### src/rtl/bist_vector_gen.sv
// bist_vector_gen: walks every operand pair, holding each for SETTLE+1 cycles.
module bist_vector_gen #(
  parameter int WIDTH = 1,
  parameter int SETTLE = 1
) (
  input  logic               clk,
  input  logic               rst_n,
  input  logic               clear,
  input  logic               en,
  output logic [2*WIDTH-1:0] vec,
  output logic               strobe,
  output logic               last
);
  localparam int VW = 2*WIDTH;
  logic [3:0] s;
  assign strobe = s == 4'(SETTLE);
  assign last = &vec;
  // the final vector is held so the operands stay visible after the run
  always_ff @(posedge clk) begin
    if (!rst_n || clear) begin
      vec <= '0;
      s <= '0;
    end else if (en) begin
      s <= strobe ? '0 : s + 4'd1;
      if (strobe && !last) vec <= vec + VW'(1);
    end
  end
endmodule

### config.mk
export PLATFORM = sky130hd
export DESIGN_NAME = bist_vector_gen
export DESIGN_NICKNAME = d
export VERILOG_FILES = /design/src/rtl/bist_vector_gen.sv
export SDC_FILE = /design/constraint.sdc
export NUM_CORES = 1
export LEC_CHECK = 0
export ABC_AREA = 0
export CAP_MARGIN = 5
export CORE_AREA = 3 3 40 42
export CTS_BUF_LIST = sky130_fd_sc_hd__clkbuf_2
export CTS_CLUSTER_DIAMETER = 150
export DETAILED_ROUTE_END_ITERATION = 8
export DIE_AREA = 0 0 43 45
export GPL_TIMING_DRIVEN = 1
export REMOVE_ABC_BUFFERS = 1
export SLEW_MARGIN = 20
export SYNTH_ARGS = -nofsm -noshare
export SYNTH_HDL_FRONTEND = slang
export SYNTH_SLANG_ARGS = --single-unit
### constraint.sdc
create_clock -name clk -period 1.27 [get_ports clk]
set_clock_uncertainty 0.2 [all_clocks]
set_input_delay 0.3175 -clock clk [delete_from_list [all_inputs] [get_ports clk]]
set_output_delay 0.3175 -clock clk [all_outputs]
set_load 0.05 [all_outputs]
**Yosys cells after proc, flatten, opt, wreduce, memory -nomap -nowiden**

Cells that the tools add are included.

- Output and inout port bits: 4
- Word-level logic and storage cells: 12
- Flip-flop bits (word level): 6

- Multiplexer cells: 1
- Eq/ne operators: 1
- $add $sub $neg: 2
- Reductions and logical operators: 6

Operators by type and width:

| kind | number |
|---|---|
| $add 4x1->4 const B | 1 |
| $eq 4x1->1 const B | 1 |
| $mux 4 | 1 |
| $reduce_and 2->1 | 2 |
| $add 2x1->2 const B | 1 |
| $logic_not 1->1 | 2 |
| $logic_and 1x1->1 | 1 |
| $logic_or 1x1->1 | 1 |

**Logic depth before layout (Yosys ltp)**

Gate-level depths: netlist of run 1.

- Word-level depth: 4
- Mapped depth: 4
- Depth with buffers taken out: 4

**Least setup slack after synthesis of run 1**

Ideal clock, no wire load.

- Kind: flip-flop to output port
- From: register s[0]
- To: output port strobe
- Data arrival time: 2.016 ns
- Stages on the path, launching flop included: 2
- Path buffers: 0
- Setup slack: -1.264 ns
- Required time: 0.752 ns
- Cells stage by stage: dfxtp_1 nor4b_1

- Cells in the longest elaborated chain, start to end: 1

RTL lines:

| element | line | source |
|---|---|---|
| from (decl) | 15 | `logic [3:0] s;` |
| from (signal assigned) | 24 | `s <= strobe ? '0 : s + 4'd1;` |
| $eq 4x1->1 | 16 | `assign strobe = s == 4'(SETTLE);` |
| to (decl) | 11 | `output logic strobe,` |

No other way between the ends.

**Worst setup path in the final report of run 1**

- From: register s[1]
- To: output port strobe

The elaborated chain is that of the path after synthesis.

==> impl_metrics.json, run 1 <==
{
  "tritoncts": "yes",
  "finalSetupTns_ps": -1090,
  "peakVddDrop_mv": 0.341,
  "die_x_um": 43,
  "synth.most_common_cell": "dfxtp_1",
  "critPathMaxFanout": 2,
  "violations": "setup timing",
  "synth_edf_count": 0,
  "tightest_slew_ps": 261,
  "n_fill_cell": 125,
  "critPathCaptureType": "output pin",
  "seq_area_frac_synth": 0.442,
  "slew_headroom": 0.825,
  "hpwlAfterDp_um": 460,
  "multiInputGateArea_um2": 213,
  "fmax_mhz": 620,
  "cp-start-kind": "flop",
  "final-setup-viol-count": 6,
  "period_share": 1.27,
  "drive_gt1_frac": 0.593,
  "min_period_ps": 1610,
  "start_util": 0.211,
  "clock-sinks": 6,
  "rsz0062_at_grt": "yes",
  "root_buffer": "clkbuf_2",
  "yosysWarnings": 0,
  "wirelength_um": 769,
  "synth_area_leaders": "dfxtp_1 44%, xor2_1 6.5%, a21oi_1 5.5%",
  "syn2layout_area_growth_pct": 121,
  "wl_per_cell_um": 11.1,
  "leakage_uw": 0.000236,
  "clk_pin_slew_ps": 60,
  "synth_area_um2": 272,
  "ctsHoldBuffers": 0,
  "crit_required_ps": 750,
  "yosysTopAreaCellShare": 0.442,
  "finalHoldViolCount": 0,
  "diodes": 0,
  "avgViaCountPerCell": 4.46,
  "antenna_found_initial": 0,
  "synth_cell_types": 17,
  "drt_first_iter_violations": 8,
  "cap_violations": 0,
  "htree_levels": 1,
  "coreArea_um2": 1280,
  "cpLargestDelayFamily": "flip-flops",
  "cp_slowest_cell": "dfxtp_2",
  "io_pins": 8,
  "vias": 308,
  "clockBufferDepth": 2,
  "final_area_um2": 601,
  "grt_pass1_wl_um": 1190,
  "cp_cell_sequence": "nor4b_4, buf_4, buf_12",
  "arrival_ps": 1090,
  "grt_start_max_net_pins": 7,
  "die_h_um": 45,
  "rows": 13,
  "grt_use_total": 0.0860,
  "ys.flop_type": "dfxtp_1",
  "drc": 0,
  "cts_made_buffers": 3,
  "seqCellArea_um2": 129,
  "gp_congestion": 0.749,
  "final_core_util": 0.467,
  "dieArea_um2": 1940,
  "grt_overflow": 0,
  "dp_cells": 61,
  "placedInstanceArea_um2": 468,
  "ant_nets": 0,
  "setup_ws_ps": -342,
  "synth-seq-cells": 6,
  "grt_pass1_vias": 272,
  "clock_latency_ps": 210,
  "instances_no_fill": 69,
  "postSynthAreaPerCell_um2": 9.05,
  "drv_slew": 0,
  "firstDrtPassIters": 4,
  "worstSetupPathType": "flop to output pin",
  "max_stage_delay_ps": 340,
  "synthArstFlopShare": 0,
  "nNetsFinal": 61,
  "synthTopCellsByCount": "6 x dfxtp_1, 3 x a21oi_1, 3 x nor2_1",
  "power_density_nw_per_um2": 632,
  "status": "finished with violations",
  "min_path_type": "flop to flop",
  "port_buffers": 7,
  "yosys.area.top_type": "dfxtp_1",
  "path_buf_inv": 2,
  "syn-instance-count": 30
}
[cell usage in the layout, fill, tap and decap left out, types with 2 or more instances in the layout]
| master | n |
|---|---|
| nor2_1 | 3 |
| dfxtp_2 | 4 |
| buf_4 | 11 |
| xor2_1 | 2 |
| nand2_1 | 2 |
| nand3_1 | 2 |
| o31ai_4 | 2 |
| clkbuf_2 | 3 |
| buf_12 | 4 |
| clkdlybuf4s50_1 | 2 |
| buf_6 | 3 |
| a21oi_1 | 3 |
[per-stage QoR]
stage,setup WS (ps),power [uW],hold slack [ps]
after global routing,-397,402,470
after floorplan,-1260,215,265
after detailed placement,-325,249,370
after global placement,-334,249,362
after CTS,-360,386,386
final,-342,380,403
[layer usage]
layer | vias to the layer above | GRT usage | routed length [um]
li1 | 157 | - | -
met4 | 0 | 0.0361 | 6
met1 | 141 | 0.102 | 348
met2 | 8 | 0.129 | 369
met3 | 2 | 0.0478 | 44
met5 | - | 0 | 0
[repair_timing]
item / in CTS / in global routing
buffers inserted: 1 / 4
endpoints found under the hold margin: 0 / 0
resized for setup: 15 / 6
pin swaps: 6 / 3
endpoints found under the setup margin: 9 / 7
[worst min-delay path, cell delays in order (launching register included)]
cell     delay, ps
dfxtp_4        370
o21ai_1        130
a21oi_1         70
[kinds of logic after synthesis]
| kind of cell | synth area share |
|---|---|
| AO/OA/AOI/OAI | 0.129 |
| XOR/XNOR | 0.0968 |
| adder cells (fa/ha/maj) | 0.0461 |
| flip-flops | 0.442 |
| AND/OR/NAND/NOR | 0.286 |
[flip-flops by register name, indices dropped and copies added, names as in the netlist]
name,flops
s,4
vec,2
[power by group]
group	total (uW)	switching, uW	internal (uW)
registers	190	1.82	188
clock network	132	68.2	64.2
logic	57.2	24.4	32.8
total	380	94.4	285
[final timing paths]
path / slack (ps) / depth (start not counted) / endpoint / startpoint
setup / recovery: -340 / 3 / strobe / s[1]
hold / removal: 400 / 2 / s[1] / s[2]
setup reg to reg: -210 / 4 / vec[1] / vec[1]
hold reg to reg: 400 / 2 / s[1] / s[2]
[area by class of cell]
class | count | share of cell area
tap | 15 | 0.0313
multi-input combinational | 24 | 0.354
timing repair buffer | 21 | 0.375
clock buffer | 3 | 0.0250
sequential | 6 | 0.215
Note: power is estimated with default switching activity, not from simulation.
==> run 2, diff against run 1 <==
--- a/config.mk
+++ b/config.mk
@@ -7,12 +7,15 @@
 export LEC_CHECK = 0
 export ABC_AREA = 0
 export CAP_MARGIN = 5
+export CELL_PAD_IN_SITES_DETAIL_PLACEMENT = 2
+export CELL_PAD_IN_SITES_GLOBAL_PLACEMENT = 2
 export CORE_AREA = 3 3 40 42
 export CTS_BUF_LIST = sky130_fd_sc_hd__clkbuf_2
 export CTS_CLUSTER_DIAMETER = 150
 export DETAILED_ROUTE_END_ITERATION = 8
 export DIE_AREA = 0 0 43 45
 export GPL_TIMING_DRIVEN = 1
+export PLACE_DENSITY_LB_ADDON = 0.1
 export REMOVE_ABC_BUFFERS = 1
 export SLEW_MARGIN = 20
 export SYNTH_ARGS = -nofsm -noshare
==> impl_metrics.json, run 2 (same netlist as run 1, synthesis figures left out) <==
{
  "regMostFlops": "s",
  "syn2layout_area_growth_pct": 107,
  "avgViaCountPerCell": 4.58,
  "die_x_um": 43,
  "port_buffers": 7,
  "n_fill_cell": 148,
  "cp_slowest_cell": "dfxtp_4",
  "slew_headroom": 0.810,
  "min_from": "s[1]",
  "coreArea_um2": 1280,
  "cts_made_buffers": 3,
  "critPathCaptureType": "output pin",
  "wl_per_cell_um": 14.3,
  "grt_pass1_wl_um": 1590,
  "clock-sinks": 6,
  "vias": 307,
  "wirelength_um": 955,
  "grt_use_total": 0.116,
  "clk_pin_slew_ps": 60,
  "die_h_um": 45,
  "diodes": 0,
  "cp-start-kind": "flop",
  "clock_latency_ps": 220,
  "status": "finished with violations",
  "drt_first_iter_violations": 0,
  "holdPathEnd": "s[1]",
  "grt_overflow": 0,
  "tritoncts": "yes",
  "firstDrtPassIters": 1,
  "regToRegEndpoint": "vec[1]",
  "dp_cells": 61,
  "critPathMaxFanout": 3,
  "worstSetupPathType": "flop to output pin",
  "leakage_uw": 0.000227,
  "period_share": 1.28,
  "hpwlAfterDp_um": 683,
  "ant_nets": 0,
  "final_cell_mix": "8 x buf_4, 4 x buf_12, 4 x buf_6, 4 x dfxtp_2",
  "max_stage_delay_ps": 360,
  "rows": 13,
  "grt_start_max_net_pins": 7,
  "root_buffer": "clkbuf_2",
  "start_util": 0.211,
  "crit_required_ps": 750,
  "violations": "setup timing",
  "fmax_mhz": 615,
  "multiInputGateArea_um2": 185,
  "r2r_cells": 4,
  "largest_reg_flops": 4,
  "rsz0062_at_grt": "yes",
  "cap_violations": 0,
  "largest_registers": "s (4), vec (2)",
  "tightest_slew_ps": 283,
  "cpLargestDelayFamily": "flip-flops",
  "grt_pass1_vias": 330,
  "antenna_found_initial": 0,
  "min_period_ps": 1630,
  "path_buf_inv": 2,
  "htree_levels": 1,
  "power_density_nw_per_um2": 666,
  "final-setup-viol-count": 6,
  "finalHoldViolCount": 0,
  "seqCellArea_um2": 129,
  "io_pins": 8,
  "peakVddDrop_mv": 0.473,
  "cp_cell_sequence": "nor4b_4, buf_4, buf_12",
  "r2r_slack_ps": -280,
  "setup_ws_ps": -356,
  "dieArea_um2": 1940,
  "min_path_type": "flop to flop",
  "gp_congestion": 0.727,
  "hold_path_depth": 3,
  "nNetsFinal": 59,
  "clockBufferDepth": 2,
  "mostFrequentLayoutCell": "buf_4",
  "arrival_ps": 1110,
  "r2r-start": "s[2]",
  "drv_slew": 0,
  "drive_gt1_frac": 0.538,
  "instances_no_fill": 67,
  "drc": 0,
  "final_core_util": 0.437,
  "ctsHoldBuffers": 0
}
[run 2: changes by cell type in the layout (fill, tap and decap cells not counted), sizes merged]
| cell | before | now |
|---|---|---|
| buf | 18 | 16 |
[run 2: stage by stage]
| stage | cell area (um2) | setup WS (ps) | hold slack (ps) | total power (uW) | TNS, ps |
|---|---|---|---|---|---|
| 5_1_grt | 562 | -439 | 436 | 407 | -1530 |
| 6_report | 562 | -356 | 411 | 374 | -1180 |
| 2_1_floorplan | 272 | -1260 | 265 | 215 | -3060 |
| 3_3_place_gp | 468 | -350 | 394 | 246 | -1820 |
| 4_1_cts | 524 | -357 | 422 | 387 | -1140 |
| 3_5_place_dp | 468 | -410 | 408 | 248 | -2120 |
[run 2: cell type report]
class	count	area share
Multi-Input combinational cell	24	0.330
Sequential cell	6	0.229
Tap cell	15	0.0334
Timing Repair Buffer	19	0.381
Clock buffer	3	0.0267
[run 2: worst register-to-register path: stages (launching register included)]
cell,delay (ps)
dfxtp_4,360
buf_4,130
or3_1,410
o31ai_1,220
a21oi_1,100
[run 2: how the worst max path moves through the flow]
stage	endpoint	cells past startpoint	from	slack, ps
after floorplan	strobe	1	s[0]	-1260
after global placement	s[1]	4	en	-350
after detailed placement	vec[1]	4	en	-410
after CTS	strobe	3	s[3]	-360
after global routing	strobe	3	s[2]	-440
final	strobe	3	s[2]	-360
[run 2: timing repair]
action / in CTS / in global routing
endpoints found under the hold margin: 0 / 0
setup buffers: 1 / 3
resized for setup: 11 / 8
endpoints found under the setup margin: 8 / 7
pin swaps: 2 / 1
[run 2: routing by layer]
layer  up-vias  wire [um]  track usage
li1        155          -            -
met5         -          0            0
met3         0         47       0.0279
met4         0          0       0.0723
met2         8        527        0.207
met1       144        380        0.123
[run 2: where the power goes]
part | internal [uW] | leakage, uW | switching (uW) | total [uW]
combinational | 30.7 | 0.000163 | 24.5 | 55.2
sequential | 188 | 0.0000514 | 1.48 | 190
clock | 63.9 | 0.0000125 | 65.2 | 129
total | 283 | 0.000227 | 91.1 | 374
==> variant 1: new RTL, flow settings as in run 1 <==
Register the inputs `clear` and `en` before use, without a reset. The logic sees them one clock later.
--- a/src/rtl/bist_vector_gen.sv
+++ b/src/rtl/bist_vector_gen.sv
@@ -14,2 +14,11 @@
   localparam int VW = 2*WIDTH;
+
+  logic clear_q;
+  logic en_q;
+
+  always_ff @(posedge clk) begin
+    clear_q <= clear;
+    en_q    <= en;
+  end
+
   logic [3:0] s;
@@ -19,6 +28,6 @@
   always_ff @(posedge clk) begin
-    if (!rst_n || clear) begin
+    if (!rst_n || clear_q) begin
       vec <= '0;
       s <= '0;
-    end else if (en) begin
+    end else if (en_q) begin
       s <= strobe ? '0 : s + 4'd1;
Function: changed (a bounded check fails within 4 cycles, from zero or initial values).
==> variant 1 against run 1 <==
The flow still finishes with violations (negative setup slack); worst setup slack got worse by 0.063 ns; non-clock buffer count is 5 lower; wire length shrank 7.7%; area after synthesis is 15% higher; clock power rose by 13%; total power up 20%; cell area shrank 3.3%; sequential cell count increased by 2; largest cell class is now multi-input gates.
==> variant 1: results (changes against run 1) <==
- Initial DRC Count: 5 (was 8)
- Buffers outside the clock class: 16 (was 21)
- Clock buf/inv share: 2.586% (was 2.500%)
- Setup ws final: -0.4054 ns (was -0.3425 ns)
- Top cells by area, synth: dfxtp_1 51%, xor2_1 5.6%, a21oi_1 4.8%, o31ai_1 4.8%, ha_1 4.0% (was dfxtp_1 44%, xor2_1 6.5%, a21oi_1 5.5%, o31ai_1 5.5%, ha_1 4.6%)
- NonClk Buf Share: 32.54% (was 37.50%)
- Mapped Cells: 32 (was 30)
- Failing checks: negative setup slack (unchanged)
- Reg2Reg Setup Slack: -0.17 ns (was -0.21 ns)
- Setup tns final: -1.151 ns (was -1.087 ns)
- Area of the multi-input gates: 188.9 sq um (was 212.7 sq um)
- Outcome: finished with violations (unchanged)
- Vias in the first global route: 308 (was 272)
- Syn avg cell area: 9.736 sq um (was 9.050 sq um)
- Drt total wl: 710 microns (was 769 microns)
- Smallest hold slack: 0.3239 ns (was 0.4033 ns)
- Final Core Density: 45.18% (was 46.74%)
- Placed Area: 500.5 sq um (was 467.9 sq um)
- Final net count: 58 (was 61)
- Total GRT Usage: 8.681% (was 8.605%)
- Drt pass-1 iters: 2 (was 4)
- Wire per inst: 10.76 microns (was 11.14 microns)
- Reg clk slew, reported paths: 0.08 ns (was 0.06 ns)
- Placer's final routability congestion estimate: 0.7966 (was 0.7489)
- Hold path cells: 1 (was 2)
- Worst hold start: en (was s[2]$_SDFFE_PP0P_)
- Fraction of area in registers: 29.09% (was 21.46%)
- DP HPWL: 476 microns (was 459.7 microns)
- Hold endpoint: en_q$_DFF_P_ (was s[1]$_SDFFE_PP0P_)
- Seq cells: 8 (was 6)
- Worst vdd ir: 0.0003778 V (was 0.0003406 V)
- Final setup viols: 6 (unchanged)
- Hold WC Path Type: in -> reg (was reg -> reg)
variant 1: cells by family (layout without fill, tap and decap cells):
family	count (synthesis)	after routing	synth area share [%]
adder cells (fa/ha/maj)	1	1	4.015
buffers and inverters	0	19	0
AO/OA/AOI/OAI	6	6	11.24
flip-flops	8	8	51.40
AND/OR/NAND/NOR	14	14	24.90
XOR/XNOR	3	3	8.435
variant 1: power by group:
part	switching, uW	internal (uW)
Combinational	20.8	29.4
Sequential	4.03	254
Clock	84.7	64.4
variant 1: timing repair:
| action | 4_1_cts | 5_1_grt |
|---|---|---|
| setup endpoints to repair | 6 | 7 |
| gates resized for setup | 11 | 7 |
| setup buffers | 1 | 1 |
| pin swaps | 2 | 1 |
| hold buffers | 0 | 0 |
| gates cloned | 0 | 0 |
variant 1: routing by layer:
metal | up-vias | routed length (microns) | global-route usage (%)
met1 | 139 | 289 | 9.223
met3 | 2 | 48 | 2.390
met5 | - | 0 | 0
met4 | 0 | 10 | 5.422
li1 | 156 | - | -
met2 | 12 | 360 | 15.27
==> variant 2: new RTL, config.mk and constraints of run 1 <==
Made on the original files. Put a register stage on the output `last`. The value now appears one clock later. The other outputs are not delayed to match.
--- a/src/rtl/bist_vector_gen.sv
+++ b/src/rtl/bist_vector_gen.sv
@@ -14,5 +14,7 @@
   localparam int VW = 2*WIDTH;
+
+  logic last_d;
   logic [3:0] s;
   assign strobe = s == 4'(SETTLE);
-  assign last = &vec;
+  assign last_d = &vec;
   // the final vector is held so the operands stay visible after the run
@@ -24,5 +26,9 @@
       s <= strobe ? '0 : s + 4'd1;
-      if (strobe && !last) vec <= vec + VW'(1);
+      if (strobe && !last_d) vec <= vec + VW'(1);
     end
   end
+  always_ff @(posedge clk) begin
+    last <= last_d;
+  end
+
 endmodule
Function: changed (Yosys sat finds a counterexample within 10 cycles, from zero or initial values).
==> variant 2 against run 1 <==
The flow still finishes with violations (negative setup slack); via count rose by 2.6%; clock power increased by 28%; total power grew 17%; global-route usage hardly changed; wire length shrank 2.9%; sequential cell count rose by 1; first-iteration DRC count shrank 63%; worst setup slack worse by 0.0048 ns; cell area shrank 3.1%; area after synthesis grew 7.4%; core utilization is 1.5 points lower; highest routed layer unchanged.
==> variant 2: results (changes against run 1) <==
- Outcome: finished with violations (unchanged)
- Failing checks: negative setup slack (unchanged)
- Setup ws final: -0.3473 ns (was -0.3425 ns)
- Xor and xnor fraction of the mapped netlist area: 9.013% (was 9.677%)
- Initial DRC Count: 3 (was 8)
- Sequential-to-total area share from yosys stat: 48.07% (was 44.24%)
- Setup tns final: -0.8202 ns (was -1.087 ns)
- FF-to-FF Start: vec[0]$_SDFFE_PP0P_ (was vec[1]$_SDFFE_PP0P_)
- Pleak: 0.0002331 uW (was 0.0002364 uW)
- Wire per inst: 10.83 microns (was 11.14 microns)
- Post-synth top cells: 7 x dfxtp_1, 3 x a21oi_1, 3 x nor2_1 (was 6 x dfxtp_1, 3 x a21oi_1, 3 x nor2_1)
- DP HPWL: 510.7 microns (was 459.7 microns)
- Max_slew headroom: 84.01% (was 82.45%)
- Logic pwr share: 11.7% (was 15.1%)
- Total setup buffers inserted after CTS: 4 (was 1)
- Largest regs: s (4), vec (2), last (1) (was s (4), vec (2))
- Compound-Gate Fraction of Synth Area: 12.02% (was 12.90%)
- Insertion delay of the later-clocked pin in the worst-skew pair: 0.24 ns (was 0.21 ns)
- Top cells by area, synth: dfxtp_1 48%, xor2_1 6.0%, a21oi_1 5.2%, o31ai_1 5.2%, ha_1 4.3% (was dfxtp_1 44%, xor2_1 6.5%, a21oi_1 5.5%, o31ai_1 5.5%, ha_1 4.6%)
- Drt total wl: 747 microns (was 769 microns)
- Share of layout cells above drive strength 1: 57.41% (was 59.26%)
- Drt pass-1 iters: 5 (was 4)
- Final setup viols: 5 (was 6)
- Global-route wire length before repair: 1173 microns (was 1193 microns)
- Placed Area: 480.5 sq um (was 467.9 sq um)
- Placer's final routability congestion estimate: 0.7994 (was 0.7489)
- Vias/cell: 4.580 (was 4.464)
- Syn avg cell area: 9.404 sq um (was 9.050 sq um)
- Worst hold start: s[1]$_SDFFE_PP0P_ (was s[2]$_SDFFE_PP0P_)
- Final net count: 60 (was 61)
- Post-CTS sizing: 11 (was 15)
- Total GRT Usage: 8.590% (was 8.605%)
- Clk pwr share: 38.1% (was 34.9%)
- Dpl ws: -0.2874 ns (was -0.3251 ns)
## variant 2: cell types whose count changed after synthesis
cell     delta
dfxtp_1     +1
## variant 2: cell type report
class	count	area (sq um)
fill	119	703.2
timing repair buffer	19	210.2
multi-input combinational	24	185.2
sequential	7	147.6
clock buffer	4	20.02
tap	15	18.77
## variant 2: metal layers
layer,share of wire (%),global-route usage [%],vias to the layer above
met1,41,8.959,146
met5,0,0,-
met4,0.54,0,0
met3,8.3,7.171,2
met2,50,14.37,10
li1,-,-,158
## variant 2: path summary, 6_finish.rpt
check	to	slack, ns
max reg2reg	vec[1]$_SDFFE_PP0P_	-0.16
min reg2reg	s[1]$_SDFFE_PP0P_	0.33
min	s[1]$_SDFFE_PP0P_	0.33
max	strobe	-0.35
## variant 2: tightest hold or removal path, cell delays in order, from the launching register on
cell,delay (ns)
dfxtp_2,0.37
nand2_1,0.07
a21oi_1,0.05
